### src/rtl/decoder_3x8_pulse.sv
// decoder_3x8_pulse: registered 3-to-8 one-hot decoder with timed output pulses.
// Codes arrive through a valid/ready handshake into a 2-entry in-order FIFO.
// Each popped code drives one bit of y for HOLD_CYCLES clocks. Consecutive
// pulses are separated by GAP_CYCLES clocks of y == 0.
module decoder_3x8_pulse #(
  parameter int unsigned HOLD_CYCLES = 4,
  parameter int unsigned GAP_CYCLES  = 1
) (
  input  logic       clk,
  input  logic       rst_n,
  input  logic       in_valid,
  output logic       in_ready,
  input  logic [2:0] in_code,
  input  logic       en,
  output logic [7:0] y,
  output logic       y_valid,
  output logic       busy,
  output logic [7:0] dec_cnt
);

  typedef enum logic [1:0] {
    IDLE   = 2'd0,
    ACTIVE = 2'd1,
    GAP    = 2'd2
  } state_t;

  // Counter reload values. GAP_LOAD is unused when the gap is zero.
  localparam logic [7:0] HOLD_LOAD = 8'(HOLD_CYCLES - 32'd1);
  localparam logic [7:0] GAP_LOAD  = 8'(GAP_CYCLES - 32'd1);
  localparam logic       GAP_ZERO  = (GAP_CYCLES == 32'd0);

  // Binary code to one-hot strobe, bit index equals the code.
  function automatic logic [7:0] decode_onehot(input logic [2:0] code);
    decode_onehot = 8'h01 << code;
  endfunction

  state_t     state_r;
  logic [7:0] cnt_r;
  logic [7:0] y_r;
  logic       y_valid_r;
  logic [7:0] dec_cnt_r;

  logic [2:0] fifo_mem_r [0:1];
  logic       wr_ptr_r;
  logic       rd_ptr_r;
  logic [1:0] fifo_cnt_r;

  logic       fifo_full_s;
  logic       fifo_empty_s;
  logic       push_s;
  logic       decision_s;
  logic       start_s;
  logic [2:0] head_code_s;

  assign fifo_full_s  = (fifo_cnt_r == 2'd2);
  assign fifo_empty_s = (fifo_cnt_r == 2'd0);
  // Ready comes only from the registered full flag, so a full FIFO refuses
  // input even on a cycle where it pops.
  assign in_ready     = !fifo_full_s;
  assign push_s       = in_valid && !fifo_full_s;
  assign head_code_s  = fifo_mem_r[rd_ptr_r];
  assign start_s      = decision_s && en && !fifo_empty_s;

  assign y       = y_r;
  assign y_valid = y_valid_r;
  assign dec_cnt = dec_cnt_r;
  assign busy    = (state_r != IDLE) || !fifo_empty_s;

  // Identify cycles on which a new pulse may begin; en matters only here.
  always_comb begin
    decision_s = 1'b0;
    case (state_r)
      IDLE: begin
        decision_s = 1'b1;
      end
      ACTIVE: begin
        if ((cnt_r == 8'd0) && GAP_ZERO) begin
          decision_s = 1'b1;
        end else begin
          decision_s = 1'b0;
        end
      end
      GAP: begin
        if (cnt_r == 8'd0) begin
          decision_s = 1'b1;
        end else begin
          decision_s = 1'b0;
        end
      end
      default: begin
        decision_s = 1'b0;
      end
    endcase
  end

  // Two-entry in-order code FIFO; the pop happens on a pulse start.
  always_ff @(posedge clk or negedge rst_n) begin
    if (!rst_n) begin
      fifo_mem_r[0] <= 3'd0;
      fifo_mem_r[1] <= 3'd0;
      wr_ptr_r      <= 1'b0;
      rd_ptr_r      <= 1'b0;
      fifo_cnt_r    <= 2'd0;
    end else begin
      if (push_s) begin
        fifo_mem_r[wr_ptr_r] <= in_code;
        wr_ptr_r             <= ~wr_ptr_r;
      end
      if (start_s) begin
        rd_ptr_r <= ~rd_ptr_r;
      end
      case ({push_s, start_s})
        2'b10:   fifo_cnt_r <= fifo_cnt_r + 2'd1;
        2'b01:   fifo_cnt_r <= fifo_cnt_r - 2'd1;
        default: fifo_cnt_r <= fifo_cnt_r;
      endcase
    end
  end

  // Pulse sequencer: hold the one-hot value, then the gap, then pick the next code.
  always_ff @(posedge clk or negedge rst_n) begin
    if (!rst_n) begin
      state_r   <= IDLE;
      cnt_r     <= 8'd0;
      y_r       <= 8'h00;
      y_valid_r <= 1'b0;
      dec_cnt_r <= 8'd0;
    end else begin
      case (state_r)
        IDLE: begin
          if (start_s) begin
            y_r       <= decode_onehot(head_code_s);
            y_valid_r <= 1'b1;
            dec_cnt_r <= dec_cnt_r + 8'd1;
            cnt_r     <= HOLD_LOAD;
            state_r   <= ACTIVE;
          end else begin
            y_r       <= 8'h00;
            y_valid_r <= 1'b0;
          end
        end
        ACTIVE: begin
          if (cnt_r != 8'd0) begin
            cnt_r <= cnt_r - 8'd1;
          end else if (GAP_ZERO) begin
            if (start_s) begin
              y_r       <= decode_onehot(head_code_s);
              y_valid_r <= 1'b1;
              dec_cnt_r <= dec_cnt_r + 8'd1;
              cnt_r     <= HOLD_LOAD;
              state_r   <= ACTIVE;
            end else begin
              y_r       <= 8'h00;
              y_valid_r <= 1'b0;
              state_r   <= IDLE;
            end
          end else begin
            y_r       <= 8'h00;
            y_valid_r <= 1'b0;
            cnt_r     <= GAP_LOAD;
            state_r   <= GAP;
          end
        end
        GAP: begin
          if (cnt_r != 8'd0) begin
            cnt_r <= cnt_r - 8'd1;
          end else if (start_s) begin
            y_r       <= decode_onehot(head_code_s);
            y_valid_r <= 1'b1;
            dec_cnt_r <= dec_cnt_r + 8'd1;
            cnt_r     <= HOLD_LOAD;
            state_r   <= ACTIVE;
          end else begin
            state_r <= IDLE;
          end
        end
        default: begin
          state_r   <= IDLE;
          cnt_r     <= 8'd0;
          y_r       <= 8'h00;
          y_valid_r <= 1'b0;
        end
      endcase
    end
  end

endmodule

### config.mk
export PLATFORM = sky130hd
export DESIGN_NAME = decoder_3x8_pulse
export DESIGN_NICKNAME = d
export VERILOG_FILES = /design/src/rtl/decoder_3x8_pulse.sv
export SDC_FILE = /design/constraint.sdc
export NUM_CORES = 1
export LEC_CHECK = 0
export CAP_MARGIN = 20
export CORE_MARGIN = 2
export CORE_UTILIZATION = 38
export CTS_CLUSTER_SIZE = 40
export DETAILED_ROUTE_END_ITERATION = 10
export PLACE_DENSITY_LB_ADDON = 0.1
export SLEW_MARGIN = 20
export SYNTH_ARGS = -nofsm -noshare
export SYNTH_HDL_FRONTEND = slang
export SYNTH_SLANG_ARGS = --single-unit
### constraint.sdc
create_clock -name clk -period 4.9 [get_ports clk]
set_clock_uncertainty 0.05 [all_clocks]
set_input_delay 0.49 -clock clk [delete_from_list [all_inputs] [get_ports clk]]
set_output_delay 0.49 -clock clk [all_outputs]
set_load 0.03 [all_outputs]
==> out/qor.csv, run 1 <==
stage;metric;value;unit
layout;synthToLayoutAreaGrowth;22.19;%
floorplan;fp.coreArea;4755;sq um
detailed_routing;firstDrtPassIters;4;
layout;fin_nets;216;
detailed_routing;wl_per_cell;15.16;um
worst_setup_path;worst-path-max-fanout;20;
detailed_routing;ant_nets;0;
global_route;grt_max_degree;38;
sta;hold_viol;0;
global_route;grt_util_met3;0.04607;
layout;antennaDiodeCount;0;
yosys;syn_area;1883;sq um
yosys;synth-edff-count;0;
sta;fin_ws;2276;ps
global_route;grt_first_pass_wirelength;7017;um
pwr;irDropWorstVdd;0.2758;mV
yosys;ys_warn_count;0;
yosys;ys_async_sr_fraction;1.000;
worst_setup_path;slowest_stage;dfrtp_1;
yosys;ys_top_cells_by_area;dfrtp_1 49%, mux2_2 4.2%, xnor2_1 3.7%;
yosys;synth_most_common_cell;dfrtp_1;
floorplan;start_util;0.3961;
sta;tns;0;ps
global_route;top_usage_layer;met2;
worst_setup_path;worstSetupStartpointType;flip-flop;
floorplan;die_h;74.40;um
worst_setup_path;cp_cell_sequence;or4_1 -> clkdlybuf4s50_1;
placement;dp_cells;266;
clock_network;numCtsBuffers;5;
sta;rsz0062_at_grt;false;
pwr;p_leak;0.9554;nW
global_route;use_met2;0.2763;
sta;hold_ws;248.0;ps
yosys;synth_ff_type;dfrtp_1;
worst_setup_path;cp_data_arrival_time;2080;ps
yosys;syn_nets;188;
sta;drv_slew;0;
pwr;p_per_area;709.2;nW/um^2
yosys;synth_seq_cells;37;
sta;fmax;0.3811;GHz
detailed_routing;drt_iter0_markers;95;
yosys;synthCells;178;
global_route;overflow;0;
clock_network;clkTransAtPathRegs;70;ps
clock_network;htreeDepth;2;
floorplan;dieArea;5535;sq um
clock_network;clockBufferDepth;2;
global_route;antenna_found_initial;0;
layout;final_cells;274;
placement;gp_congestion;0.9176;
global_route;track_usage;0.1680;
yosys;synth.distinct_cells;42;
global_route;grt.met1_usage;0.2098;
run_status;status;complete, no violations;
yosys;netlist.area_leader.share;0.4917;
global_route;grt_pass1_vias;1522;
yosys;synth_seq_area_share;0.4917;
yosys;synth_area_per_cell;10.58;sq um
sta;min_period;2624;ps
floorplan;ios;26;
worst_setup_path;worstSetupPathType;flip-flop to output pin;
detailed_routing;drc;0;
floorplan;die_w;74.40;um
worst_setup_path;max_stage_delay;600;ps
worst_setup_path;required;4360;ps
flow_run;maxCapViolCount;0;
clock_network;root_buffer;clkbuf_8;
worst_setup_path;critPathCaptureType;output pin;
yosys;synth_top_area_cell;dfrtp_1;
placement;pre_cts_ws;2384;ps
detailed_routing;via_count;1466;
clock_network;post_cts_resized;0;
yosys;synth_top_cells_by_count;37 x dfrtp_1, 12 x nand2_1, 12 x nor2_1, 11 x a21oi_1, 11 x o21ai_0;
placement;port_buffers;25;
sta;tightest_slew;825.1;ps
clock_network;insertion_delay;290;ps
pwr;p_total;1.632;mW
sta;relSlewSlack;0.4499;
detailed_routing;wl;4153;um
layout;n_fill_cell;469;
clock_network;postCtsSetupBuffers;0;
clock_network;cts_tree;built;
layout;drive_gt1_frac;0.1304;
clock_network;cts_sinks;37;
floorplan;rows;25;
sta;period_share;0.5355;
detailed_routing;vias_per_cell;5.350;
sta;setup_violations;0;
placement;dpl.hpwl;3013;um
clock_network;holdBufCountCts;0;
worst_hold_path;hp-class;input pin to async pin;
power by group:
| part | internal (mW) | switching (mW) |
|---|---|---|
| logic | 0.346 | 0.443 |
| registers | 0.426 | 0.179 |
| clock network | 0.130 | 0.109 |
| total | 0.901 | 0.731 |
worst max-delay path, delay by kind of cell, from the launching register on:
family	cells	cell delay (ps)
DFF	1	600
buffers and inverters	1	600
and+or+nand+nor	1	590
kinds of logic (layout without fill, tap and decap cells):
family                   Yosys count  in the layout  share of synthesized area
AND/OR/NAND/NOR                   58             58                     0.1754
AO/OA/AOI/OAI                     47             47                     0.1708
flip-flops                        37             37                     0.4917
XOR/XNOR                          14             14                    0.06911
buffers and inverters             10             39                    0.02059
multiplexers                       9              9                    0.05249
adder cells (fa/ha/maj)            3              3                    0.01994
flip-flops by register name (all words and copies together), names as in the netlist:
signal and count:
cnt_r 8, dec_cnt 8, fifo_cnt_r 2, fifo_mem_r 6, rd_ptr_r 1, state_r 2, wr_ptr_r 1, y 8
y_valid 1
cells in the final DEF, fill, tap and decap left out, types with 2 or more instances in the layout:
cell	instances
a21oi_1	11
a31oi_1	3
clkbuf_8	7
clkdlybuf4s50_1	24
dfrtp_1	37
ha_1	3
inv_1	6
mux2_2	7
mux2i_1	2
nand2_1	12
nand2b_1	4
nand3_1	7
nand4_1	2
nor2_1	12
nor3_1	7
nor3_2	2
nor4_1	3
o21ai_0	11
o22ai_1	4
o2bb2ai_1	7
or3_1	2
or4b_4	2
xnor2_1	8
xor2_1	5
worst paths after layout:
kind	end	slack, ps	depth (start not counted)	startpoint
max in group asynchronous	y[6]	4040	1	rst_n
hold / removal	cnt_r[4]	250	1	rst_n
setup / recovery	busy	2280	2	state_r[0]
setup reg to reg	fifo_cnt_r[1]	2390	9	cnt_r[0]
min in group clk	dec_cnt[7]	420	1	dec_cnt[7]
hold reg to reg	dec_cnt[7]	420	1	dec_cnt[7]
area by class of cell:
type,count,area [sq um],area share
Inverter,6,22.52,0.009788
Multi-Input combinational cell,131,918.4,0.3991
Sequential cell,37,925.9,0.4024
Clock inverter,1,8.758,0.003806
Clock buffer,7,96.34,0.04187
Tap cell,67,83.83,0.03643
Timing Repair Buffer,25,245.2,0.1066
metal layers:
metal / up-vias / wire [um] / part of all wire
li1: 703 / - / -
met1: 730 / 1828 / 0.44
met2: 27 / 2110 / 0.51
met3: 6 / 158 / 0.038
met4: 0 / 56 / 0.013
met5: - / 0 / 0
stage by stage:
step	cell area (sq um)	utilization
3_3_place_gp	2196	0.4618
5_1_grt	2301	0.4839
6_report	2301	0.4839
2_1_floorplan	1883	-
3_5_place_dp	2196	0.4618
4_1_cts	2301	0.4839
No activity file was read; power rests on OpenSTA's default activity.
==> run 2, diff against run 1 <==
Clock period 4.9 ns to 2.7 ns, I/O delays scaled along.
==> run 2 against run 1 <==
Compared with the run above:
- utilization grew 1.4 points
- via count increased by 2.2%
- clock power increased by 140%
- register-to-register slack lost 2200 ps
- global-route usage up 0.090 points
- flip-flop and latch count is the same
- power increased by 93%
- combinational power grew 96%
- critical path depth increased by 7
- worst setup slack worse by 2100 ps
- critical endpoint is now fifo_cnt_r[1]
- largest cell class unchanged
- highest routed layer unchanged
==> out/qor.csv, run 2 (synthesis results as in run 1) <==
stage;metric;value;unit;change
layout;post-route-util;0.4979;;+0.01395
clock_network;htreeDepth;2;;unchanged
pwr;p_per_area;1332;nW/um^2;+88%
placement;gp_congestion;0.8325;;-9.3%
layout;final_cells;279;;+1.8%
floorplan;die_w;74.40;um;unchanged
detailed_routing;firstDrtPassIters;4;;unchanged
layout;postLayoutCellArea;2367;sq um;+2.9%
global_route;grt_first_pass_wirelength;7044;um;+0.38%
pwr;p_total;3.154;mW;+93%
worst_setup_path;required;2870;ps;-1490 ps
run_status;status;complete, no violations;;
floorplan;start_util;0.3961;;unchanged
pwr;p_leak;0.9933;nW;+4.0%
worst_setup_path;worstSetupPathType;flip-flop to flip-flop;;
sta;fin_ws;220.5;ps;-2055 ps
detailed_routing;drt_iter0_markers;70;;-26%
layout;n_fill_cell;438;;-6.6%
worst_setup_path;rrSetupSlack;220;ps;-2170 ps
sta;tns;0;ps;unchanged
global_route;grt_max_degree;38;;unchanged
clock_network;cts_tree;built;;
worst_setup_path;r2r_end;fifo_cnt_r[1];;
floorplan;rows;25;;unchanged
clock_network;postCtsSetupBuffers;0;;unchanged
worst_setup_path;critPathLaunch;cnt_r[0];;
detailed_routing;via_count;1498;;+2.2%
worst_setup_path;r2r_start;cnt_r[0];;
worst_setup_path;critPathCaptureType;flip-flop;;
sta;drv_slew;0;;unchanged
clock_network;clkTransAtPathRegs;70;ps;about the same
global_route;antenna_found_initial;0;;unchanged
detailed_routing;wl_per_cell;15.09;um;-0.44%
clock_network;root_buffer;clkbuf_8;;
placement;dp_cells;271;;+1.9%
floorplan;die_h;74.40;um;unchanged
sta;fmax;0.4033;GHz;
sta;hold_ws;26.63;ps;-221.4 ps
placement;place_area;2233;sq um;+1.7%
layout;synthToLayoutAreaGrowth;25.71;%;
sta;hold_viol;0;;unchanged
global_route;track_usage;0.1689;;+0.0009003
clock_network;clockBufferDepth;2;;unchanged
global_route;overflow;0;;unchanged
worst_setup_path;r2r_cells;9;;unchanged
clock_network;cts_sinks;37;;unchanged
layout;mostFrequentLayoutCell;dfrtp_1;;
sta;min_period;2479;ps;
clock_network;post_cts_resized;0;;unchanged
clock_network;holdBufCountCts;0;;unchanged
layout;final_cell_mix;37 x dfrtp_1, 24 x clkdlybuf4s50_1, 12 x nor2_1, 12 x nand2_1;;
sta;setup_violations;0;;unchanged
sta;rsz0062_at_grt;false;;
detailed_routing;ant_nets;0;;unchanged
sta;relSlewSlack;0.4525;;+0.002595
floorplan;ios;26;;unchanged
worst_hold_path;hp-class;input pin to async pin;;
clock_network;numCtsBuffers;5;;unchanged
global_route;grt_pass1_vias;1473;;-3.2%
worst_setup_path;worstSetupStartpointType;flip-flop;;
floorplan;fp.coreArea;4755;sq um;unchanged
layout;drive_gt1_frac;0.1509;;+0.02051
layout;fin_nets;221;;+2.3%
floorplan;dieArea;5535;sq um;unchanged
worst_setup_path;cp_data_arrival_time;2650;ps;+570 ps
detailed_routing;vias_per_cell;5.369;;+0.35%
sta;tightest_slew;821.2;ps;-3.893 ps
sta;period_share;0.9183;;
placement;pre_cts_ws;254.9;ps;-2129 ps
detailed_routing;wl;4210;um;+1.4%
detailed_routing;drc;0;;unchanged
flow_run;maxCapViolCount;0;;unchanged
placement;port_buffers;25;;unchanged
placement;dpl.hpwl;3042;um;+0.98%
worst_setup_path;worst-path-max-fanout;7;;-65%
pwr;irDropWorstVdd;0.4915;mV;+78%
clock_network;insertion_delay;290;ps;about the same
layout;antennaDiodeCount;0;;unchanged
-- run 2: changes by cell type in the layout (fill, tap and decap cells not counted), sizes merged --
cell,change
clkinv,+1
inv,-1
clkbuf,-2
buf,+5
bufinv,+2
-- run 2: layout make-up --
cell class | count | area (sq um) | share of cell area
sequential | 37 | 925.9 | 0.3911
inverter | 6 | 22.52 | 0.009514
multi-input combinational | 131 | 918.4 | 0.3879
clock buffer | 5 | 68.82 | 0.02907
clock inverter | 3 | 65.06 | 0.02748
tap | 67 | 83.83 | 0.03541
timing repair buffer | 30 | 282.8 | 0.1195
-- run 2: how the worst max path moves through the flow --
stage	end	slack, ps	cells past startpoint
finish	fifo_cnt_r[1]	220	9
global route	fifo_cnt_r[1]	60	9
CTS	fifo_cnt_r[1]	220	9
detailed placement	fifo_cnt_r[1]	250	9
global placement	fifo_cnt_r[1]	310	9
floorplan	fifo_cnt_r[1]	440	9
-- run 2: worst max-delay path, stage by stage, from the launching register on --
cell,delay (ps)
dfrtp_1,440
inv_1,120
ha_1,270
or4b_4,550
o21ai_4,240
nand2_2,120
inv_1,80
ha_1,240
nor2_1,140
xor2_1,140
-- run 2: where the power goes --
| part | switching, mW | leakage [nW] | internal [mW] |
|---|---|---|---|
| logic | 0.877 | 0.452 | 0.671 |
| clock network | 0.198 | 0.0681 | 0.367 |
| registers | 0.267 | 0.473 | 0.773 |
-- run 2: per-layer routing --
metal | part of all wire | track usage | vias up | wire length [um]
li1 | - | - | 722 | -
met1 | 0.46 | 0.2110 | 738 | 1921
met2 | 0.50 | 0.2891 | 33 | 2094
met3 | 0.033 | 0.03659 | 5 | 141
met4 | 0.013 | 0.05952 | 0 | 53
met5 | 0 | 0 | - | 0
